[config.mk]
export PLATFORM = sky130hd
export DESIGN_NAME = bin2bcd_seq
export DESIGN_NICKNAME = d
export VERILOG_FILES = /design/src/rtl/bcd_pkg.sv /design/src/rtl/bcd_digit_adj.sv /design/src/rtl/bin2bcd_seq.sv
export SDC_FILE = /design/constraint.sdc
export NUM_CORES = 1
export LEC_CHECK = 0
export ABC_AREA = 1
export CAP_MARGIN = 20
export CORE_MARGIN = 2
export CORE_UTILIZATION = 55
export CTS_CLUSTER_SIZE = 12
export DETAILED_ROUTE_END_ITERATION = 7
export PLACE_DENSITY_LB_ADDON = 0.15
export SKIP_CTS_REPAIR_TIMING = 1
export SYNTH_ARGS = -nofsm -noshare
export SYNTH_HDL_FRONTEND = slang
export SYNTH_SLANG_ARGS = --single-unit
[constraint.sdc]
create_clock -name clk -period 1.9 [get_ports clk]
set_input_delay 0.285 -clock clk [delete_from_list [all_inputs] [get_ports clk]]
set_output_delay 0.285 -clock clk [all_outputs]
set_load 0.005 [all_outputs]
[src/rtl/bcd_pkg.sv]
// bcd_pkg: shared FSM states and elaboration-time helpers for the binary-to-BCD converter
package bcd_pkg;
   typedef enum logic [1:0] {
      ST_IDLE  = 2'd0,
      ST_SHIFT = 2'd1,
      ST_DONE  = 2'd2
   } state_t;

   function automatic logic [63:0] pow10(input int n);
      logic [63:0] r;
      r = 64'd1;
      for (int i = 0; i < n; i++) r = r * 64'd10;
      return r;
   endfunction

   function automatic int clog2(input int v);
      int r;
      r = 0;
      while ((1 << r) < v) r++;
      return r;
   endfunction
endpackage

[src/rtl/bcd_digit_adj.sv]
// bcd_digit_adj: one double-dabble correction stage, adds 3 to a nibble that is 5 or more
module bcd_digit_adj (
   input  logic [3:0] i_d,
   output logic [3:0] o_d
);
   assign o_d = (i_d >= 4'd5) ? i_d + 4'd3 : i_d;
endmodule

[src/rtl/bin2bcd_seq.sv]
// bin2bcd_seq: sequential double-dabble converter, one input bit per clock, with handshake, ovf and blanking mask
module bin2bcd_seq
   import bcd_pkg::*;
#(
   parameter int BIN_W  = 6,
   parameter int DIGITS = 2
) (
   input  logic                  clk,
   input  logic                  rst,
   input  logic [BIN_W-1:0]      bin,
   input  logic                  in_valid,
   output logic                  in_ready,
   output logic [4*DIGITS-1:0]   bcd,
   output logic                  ovf,
   output logic [DIGITS-1:0]     lz_mask,
   output logic                  done
);
   localparam int BW = 4 * DIGITS;
   localparam int CW = clog2(BIN_W + 1);
   localparam logic [63:0] OVF_TH = pow10(DIGITS);
   localparam logic [DIGITS-1:0] LZ_RST = ~DIGITS'(1);

   state_t             r_state;
   logic [BIN_W-1:0]   r_sh;
   logic [BW-1:0]      r_work;
   logic [BW-1:0]      r_bcd;
   logic [CW-1:0]      r_cnt;
   logic               r_ovf_pend;
   logic               r_ovf;
   logic               r_done;
   logic [DIGITS-1:0]  r_lz;
   logic [BW-1:0]      w_adj;
   logic [DIGITS-1:0]  w_lz;
   logic               w_z;
   logic               w_ovf_in;

   for (genvar i = 0; i < DIGITS; i++) begin : g_adj
      bcd_digit_adj u_adj (
         .i_d (r_work[4*i +: 4]),
         .o_d (w_adj[4*i +: 4])
      );
   end

   assign w_ovf_in = 64'(bin) >= OVF_TH;

   // A digit is blanked only when it and every digit above it are zero; units never blank
   always_comb begin
      w_lz = '0;
      w_z  = 1'b1;
      for (int i = DIGITS - 1; i >= 1; i--) begin
         w_z     = w_z & (r_work[4*i +: 4] == 4'd0);
         w_lz[i] = w_z;
      end
   end

   always_ff @(posedge clk or posedge rst) begin
      if (rst) begin
         r_state    <= ST_IDLE;
         r_sh       <= '0;
         r_work     <= '0;
         r_cnt      <= '0;
         r_ovf_pend <= 1'b0;
         r_bcd      <= '0;
         r_ovf      <= 1'b0;
         r_lz       <= LZ_RST;
         r_done     <= 1'b0;
      end else begin
         r_done <= 1'b0;
         case (r_state)
            ST_IDLE: if (in_valid) begin
               r_sh       <= bin;
               r_work     <= '0;
               r_cnt      <= CW'(BIN_W);
               r_ovf_pend <= w_ovf_in;
               r_state    <= ST_SHIFT;
            end
            ST_SHIFT: begin
               // The bit leaving the top digit is dropped, giving bin mod 10^DIGITS
               {r_work, r_sh} <= {w_adj, r_sh} << 1;
               r_cnt          <= r_cnt - 1'b1;
               if (r_cnt == CW'(1)) r_state <= ST_DONE;
            end
            ST_DONE: begin
               r_bcd   <= r_work;
               r_ovf   <= r_ovf_pend;
               r_lz    <= w_lz;
               r_done  <= 1'b1;
               r_state <= ST_IDLE;
            end
            default: r_state <= ST_IDLE;
         endcase
      end
   end

   assign in_ready = (r_state == ST_IDLE);
   assign bcd      = r_bcd;
   assign ovf      = r_ovf;
   assign lz_mask  = r_lz;
   assign done     = r_done;
endmodule

## Word level (Yosys, flattened, before mapping)

Index checks and enable logic that the tools add are counted.

| word-level totals | value |
|---|---|
| word-level logic and storage cells | 34 |
| bits of input ports | 9 |
| flip-flop bits (word level) | 29 |
| output and inout port bits | 13 |

| cells by class | value |
|---|---|
| eq/ne operators | 5 |
| mux-type cells | 12 |
| reduce and logical (&&, ||, !) cells | 5 |
| add/subtract/negate cells | 3 |
| order comparisons | 2 |

Operator list:

| operator | count |
|---|---|
| $pmux 8 s2 | 1 |
| $pmux 6 s2 | 1 |
| $ge 4x3->1 const B | 2 |
| $mux 8 | 1 |
| $mux 3 | 2 |
| $mux 6 | 1 |
| $pmux 3 s2 | 1 |
| $add 4x2->4 const B | 1 |
| $logic_not 4->1 | 1 |
| $mux 2 | 2 |
| $mux 4 | 1 |
| $ne 2x2->1 const B | 2 |
| $pmux 2 s2 | 1 |
| $reduce_and 2->1 | 2 |
| $add 3x2->3 const B | 1 |
| $eq 3x1->1 const B | 1 |
| $sub 3x1->3 const B | 1 |
| $eq 2x1->1 const B | 1 |
| $eq 2x2->1 const B | 1 |
| $logic_not 2->1 | 1 |
| $reduce_bool 2->1 | 1 |
| $mux 1 | 1 |

## Longest topological paths before layout

Gate-level depths: netlist (run 1).

| logic depth | value |
|---|---|
| depth after elaboration | 3 |
| gate-level depth with buffers | 9 |
| mapped depth without buffers | 9 |

## By module

A second synthesis (run 1) with hierarchy kept.

| unflattened totals | value |
|---|---|
| cell total of the unflattened synthesis | 196 |
| area total of the unflattened synthesis | 1545.2 um^2 |

By module, submodules not included:

| module | cells an instance | seq. area each (um^2) | area an instance (um^2) | times used |
|---|---|---|---|---|
| bin2bcd_seq | 150 | 726.9 | 1275.0 | 1 |
| bcd_digit_adj | 23 | 0.0 | 135.1 | 2 |

## Worst setup path after synthesis (run 1)

OpenSTA, ideal clock, no wires.

| path | value |
|---|---|
| kind | register to register |
| start | register r_work[0] |
| end | register r_work[4] |
| required time | 1.774 ns |
| arrival time | 0.998 ns |
| stages on the path, launching flop included | 8 |
| setup slack | 0.776 ns |
| cell sequence | dfrtp_1 -> inv_1 -> ha_1 -> inv_1 -> nand2_1 -> nand3_1 -> nand2_1 -> o21ai_0 |

| between the ends | value |
|---|---|
| cells in the longest elaborated chain, start to end | 3 |

Ends and longest elaborated chain:

| item | line | RTL |
|---|---|---|
| start: declaration | bin2bcd_seq.sv:25 | `logic [BW-1:0] r_work;` |
| start signal: assignment | bin2bcd_seq.sv:79 | `{r_work, r_sh} <= {w_adj, r_sh} << 1;` |
| $add 4x2->4 / $ge 4x3->1 (equally long branches) | bcd_digit_adj.sv:6 | `assign o_d = (i_d >= 4'd5) ? i_d + 4'd3 : i_d;` |
| $mux 4 * | bcd_digit_adj.sv:6 |  |
| $pmux 8 s2 * | bin2bcd_seq.sv:69 | `case (r_state)` |

Every way passes the cells marked *; elsewhere a longest branch is shown, timed or not.
A chain may end at the register's enable or synchronous reset.

## Worst setup path in the final report (run 1)

| path | value |
|---|---|
| start | register r_state[0] |
| end | output in_ready |

| between the ends | value |
|---|---|
| cells in the longest elaborated chain, start to end | 1 |

Ends and longest elaborated chain:

| item | line | RTL |
|---|---|---|
| start: declaration | bin2bcd_seq.sv:23 | `state_t r_state;` |
| start signal: assignment | bin2bcd_seq.sv:58 | `r_state <= ST_IDLE;` |
| start signal: assignment | bin2bcd_seq.sv:75 | `r_state <= ST_SHIFT;` |
| start signal: assignment | bin2bcd_seq.sv:81 | `if (r_cnt == CW'(1)) r_state <= ST_DONE;` |
| $logic_not 2->1 | bin2bcd_seq.sv:95 | `assign in_ready = (r_state == ST_IDLE);` |
| end: declaration | bin2bcd_seq.sv:12 | `output logic in_ready,` |

Every way passes these cells.

==> flow_summary.ini, run 1 <==
[sta]
fin_crit_ns = 1.78
max_freq_mhz = 561
period_share_pct = 93.9
rsz0062_at_grt = false
finalHoldViolations = 0
setup_ws_ns = 0.117
setup_viol = 0
tns_ns = 0
slew_violations = 0
holdWs_ns = 0.320
clock_skew_ns = 0.00385

[synth]
syn_area_per_cell_um2 = 8.68
synth_top_area_share_pct = 50.5
synthesis.area_um2 = 1390
synth_top_cell_by_area = dfrtp_1
synth_seq_cells = 29
yosysWarningCount = 0
ys_types = 24
yosys-top-cells-area = dfrtp_1, nand2_1, o21ai_0
syn_inst = 160
ys_seq_area_share_pct = 52.3

[worst_setup_path]
critPathKind = flip-flop to output port
critical_path.startpoint = r_state[0]
required_ns = 1.62
end_kind = output port
cp-start-kind = flip-flop
r2r_slack_ns = 0.60
critical_path_peak_fanout = 4
worstPathArrival_ns = 1.50
rr_startpoint = r_work[0]

[power]
powerDensity_nw_per_um2 = 1620
p_total_mw = 2.66
p_leak_nw = 0.820
max-vdd-ir-drop_mv = 1.11

[clock_tree]
cts_max_level = 2
cts_tree = done
numCtsBuffers = 5
clockBufferDepth = 2
clk_latency_ns = 0.32
cts.sinks = 29
cts-root-buf = clkbuf_4
cts.clk_slew.worst_paths_ns = 0.09

[floorplanning]
die_h_um = 54.3
start_util_pct = 57.1
row_count = 18
io_pins = 22
die_x_um = 54.3
core-area_um2 = 2430
dieArea_um2 = 2940

[final_layout]
nFillCells = 207
nets = 199
num_antenna_cells = 0
final_cell_mix = nand2_1, dfrtp_1, o21ai_0, inv_1, clkdlybuf4s50_1
syn2layout_area_growth_pct = 18.2
final_cells = 214
drive_above_1_share_pct = 8.15
final_core_util_pct = 67.5
final_cell_area_um2 = 1640
final_common_cell = nand2_1

[drt]
detail_route.first_pass.iterations = 5
dr_wl_met3_um = 130
drc = 0
final_antenna_net_count = 0
met2_wirelength_um = 1200
avgRoutedWirePerCell_um = 12.0
drt_iter0_markers = 25
routed.top_layer = met4
vias = 1125
wl_um = 2570
via_per_inst = 5.26
wl_met1_um = 1190

[global_routing]
overflow = 0
grt_pass1_vias = 979
grt_usage_pct = 20.1
antenna_found_initial = 0
grt_pass1_wl_um = 4170
grt_max_degree = 30

[placed_design]
place_ws_ns = 0.393
placedCellCount = 207
place.gp.congestion = 0.782
dp_hpwl_um = 1780
numPortBuffers = 19
placed_cell_area_um2 = 1590

[job]
maxCapViolCount = 0

[min_path]
hold_class = primary input to async pin

[status]
outcome = finished clean
[routing by layer]
layer,vias to the layer above,track usage (%)
met5,-,0
met4,0,9.58
met3,6,5.74
met2,33,31.3
met1,526,25.9
li1,560,-
[synth_stat cells, drive strengths merged]
master	instances
inv	21
nand2	47
ha	6
buf	5
o21ai	23
a21oi	1
conb	1
nand4	2
o22ai	4
dfstp	1
nor3	1
o31ai	1
nand3b	1
dfrtp	28
nor2	5
clkbuf	1
nand3	11
a22oi	1
[flip-flops by register name, summed over array words and instances, names as in the netlist]
name and count:
bcd 8, r_work 8, r_sh 6, r_cnt 3
r_state 2, done 1, lz_mask 1
[final timing paths]
kind | cells past startpoint | end
worst max-delay path | 2 | in_ready
worst min register to register | 1 | lz_mask[1]
max in group asynchronous | 3 | lz_mask[1]
worst max register to register | 7 | r_work[4]
min in group clk | 1 | lz_mask[1]
worst min-delay path | 3 | bcd[5]
[final cells by class]
class	count	area [µm²]	share of cell area [%]
tap	30	37.5	2.29
timing repair buffer	22	213	13.0
clock buffer	7	55.1	3.35
sequential	29	727	44.3
inverter	21	78.8	4.80
multi-input combinational	105	531	32.3
[cells by family (layout without fill, tap and decap cells)]
logic type | after synthesis | in the layout | synth area share (%)
other cells | 1 | 2 | 0.270
compound gates | 30 | 30 | 11.5
buf+inv | 27 | 50 | 9.73
flops | 29 | 29 | 52.3
simple gates | 67 | 67 | 20.7
fa+ha+maj | 6 | 6 | 5.41
[critical path, cell delays in order (launching register included)]
cell	delay, ns
dfrtp_1	0.44
nor2_1	0.20
clkdlybuf4s50_1	0.54
[where the power goes]
part | switching (mW) | internal, mW
logic | 0.693 | 0.531
registers | 0.164 | 0.893
clock network | 0.202 | 0.174
(Power assumes the default switching activity.)
==> run 2, diff against run 1 <==
--- a/config.mk
+++ b/config.mk
@@ -11,6 +11,7 @@
 export CORE_UTILIZATION = 55
 export CTS_CLUSTER_SIZE = 12
 export DETAILED_ROUTE_END_ITERATION = 7
+export MAX_ROUTING_LAYER = met4
 export PLACE_DENSITY_LB_ADDON = 0.15
 export SKIP_CTS_REPAIR_TIMING = 1
 export SYNTH_ARGS = -nofsm -noshare
==> run 2 against run 1 <==
Net effect:
- final area did not move
- global-route usage grew 0.58 points
- die area unchanged
- clock skew hardly changed
- count of clock-buffer cells in the layout is the same
- largest power group unchanged
- total power about the same
==> flow_summary.ini, run 2 (synthesis gave the netlist of run 1 again) <==
[final_layout]
nets = 199
final_cell_mix = nand2_1, dfrtp_1, o21ai_0, inv_1, clkdlybuf4s50_1
register_area_um2 = 727
num_antenna_cells = 0
final_cell_area_um2 = 1640
drive_above_1_share_pct = 8.15
multiInputGateArea_um2 = 531
final_core_util_pct = 67.5
final_cells = 214
final_common_cell = nand2_1
syn2layout_area_growth_pct = 18.2
nFillCells = 207

[clock_tree]
cts_max_level = 2
numCtsBuffers = 5
cts_tree = done
cts.clk_slew.worst_paths_ns = 0.09
cts-root-buf = clkbuf_4
cts.sinks = 29
clockBufferDepth = 2
clk_latency_ns = 0.32

[drt]
final_antenna_net_count = 0
via_per_inst = 5.26
vias = 1125
drc = 0
avgRoutedWirePerCell_um = 12.0
detail_route.first_pass.iterations = 5
drt_iter0_markers = 25
wl_um = 2570

[placed_design]
place.gp.congestion = 0.793
placed_cell_area_um2 = 1590
dp_hpwl_um = 1780
placedCellCount = 207
numPortBuffers = 19

[power]
power_frac_seq_pct = 39.8
max-vdd-ir-drop_mv = 1.11
p_leak_nw = 0.820
power.share.switching_pct = 39.8
powerDensity_nw_per_um2 = 1620
p_switching_mw = 1.06
combPwrFrac_pct = 46.0
clock_power_share_pct = 14.2
internal_power_mw = 1.60

[sta]
clock_skew_ns = 0.00387
rsz0062_at_grt = false
finalHoldViolations = 0
setup_viol = 0
slew_violations = 0
max_freq_mhz = 561
tns_ns = 0
fin_crit_ns = 1.78
period_share_pct = 93.9

[status]
outcome = finished clean

[worst_setup_path]
required_ns = 1.62
critical_path_peak_fanout = 4
worstPathArrival_ns = 1.50
cp-start-kind = flip-flop
end_kind = output port
critPathKind = flip-flop to output port

[floorplanning]
core-area_um2 = 2430
start_util_pct = 57.1
die_h_um = 54.3
row_count = 18
dieArea_um2 = 2940
io_pins = 22
die_x_um = 54.3

[job]
maxCapViolCount = 0

[global_routing]
grt_pass1_vias = 980
grt_pass1_wl_um = 4170
grt_max_degree = 30
antenna_found_initial = 0
overflow = 0
grt_usage_pct = 20.7

[min_path]
hold_class = primary input to async pin
run 2: cell counts in the layout (fill, tap and decap cells not counted):
No cell type changed its count.
run 2: critical path: stages (launching register included):
cell             delay [ns]
dfrtp_1                0.44
nor2_1                 0.20
clkdlybuf4s50_1        0.54
run 2: cell type report:
type	count	area share, %
multi-input combinational	105	32.3
inverter	21	4.80
clock buffer	7	3.35
timing repair buffer	22	13.0
sequential	29	44.3
tap	30	2.29
run 2: per-layer routing:
| metal | vias to the layer above | track usage (%) | share of wire [%] |
|---|---|---|---|
| met5 | - | - | 0 |
| met2 | 33 | 31.3 | 47 |
| met3 | 6 | 5.74 | 5.1 |
| met1 | 526 | 25.9 | 46 |
| li1 | 560 | - | - |
| met4 | 0 | 9.58 | 1.6 |
run 2: final timing paths:
| kind | start | endpoint | slack (ns) | cells after the start |
|---|---|---|---|---|
| min reg2reg | r_work[7] | lz_mask[1] | 0.47 | 1 |
| max | r_state[0] | in_ready | 0.12 | 2 |
| max in group asynchronous | rst | lz_mask[1] | 1.28 | 3 |
| min in group clk | r_work[7] | lz_mask[1] | 0.47 | 1 |
| min | rst | bcd[5] | 0.32 | 3 |
| max reg2reg | r_work[0] | r_work[4] | 0.60 | 7 |
run 2: power by group through the flow:
stage	clock network [mW]	registers (mW)	logic, mW
finish	0.376	1.06	1.22
global route	0.406	1.09	1.41
floorplan	0	1.04	0.846
CTS	0.387	1.05	1.22
detailed placement	0	1.06	1.21
global placement	0	1.05	1.16
run 2: through the flow:
step,setup slack [ns],total power [mW],hold WS (ns)
3_5_place_dp,0.393,2.27,0.440
2_1_floorplan,0.776,1.89,0.362
5_1_grt,0.0289,2.90,0.385
3_3_place_gp,0.476,2.22,0.431
6_report,0.117,2.66,0.320
4_1_cts,0.104,2.66,0.337
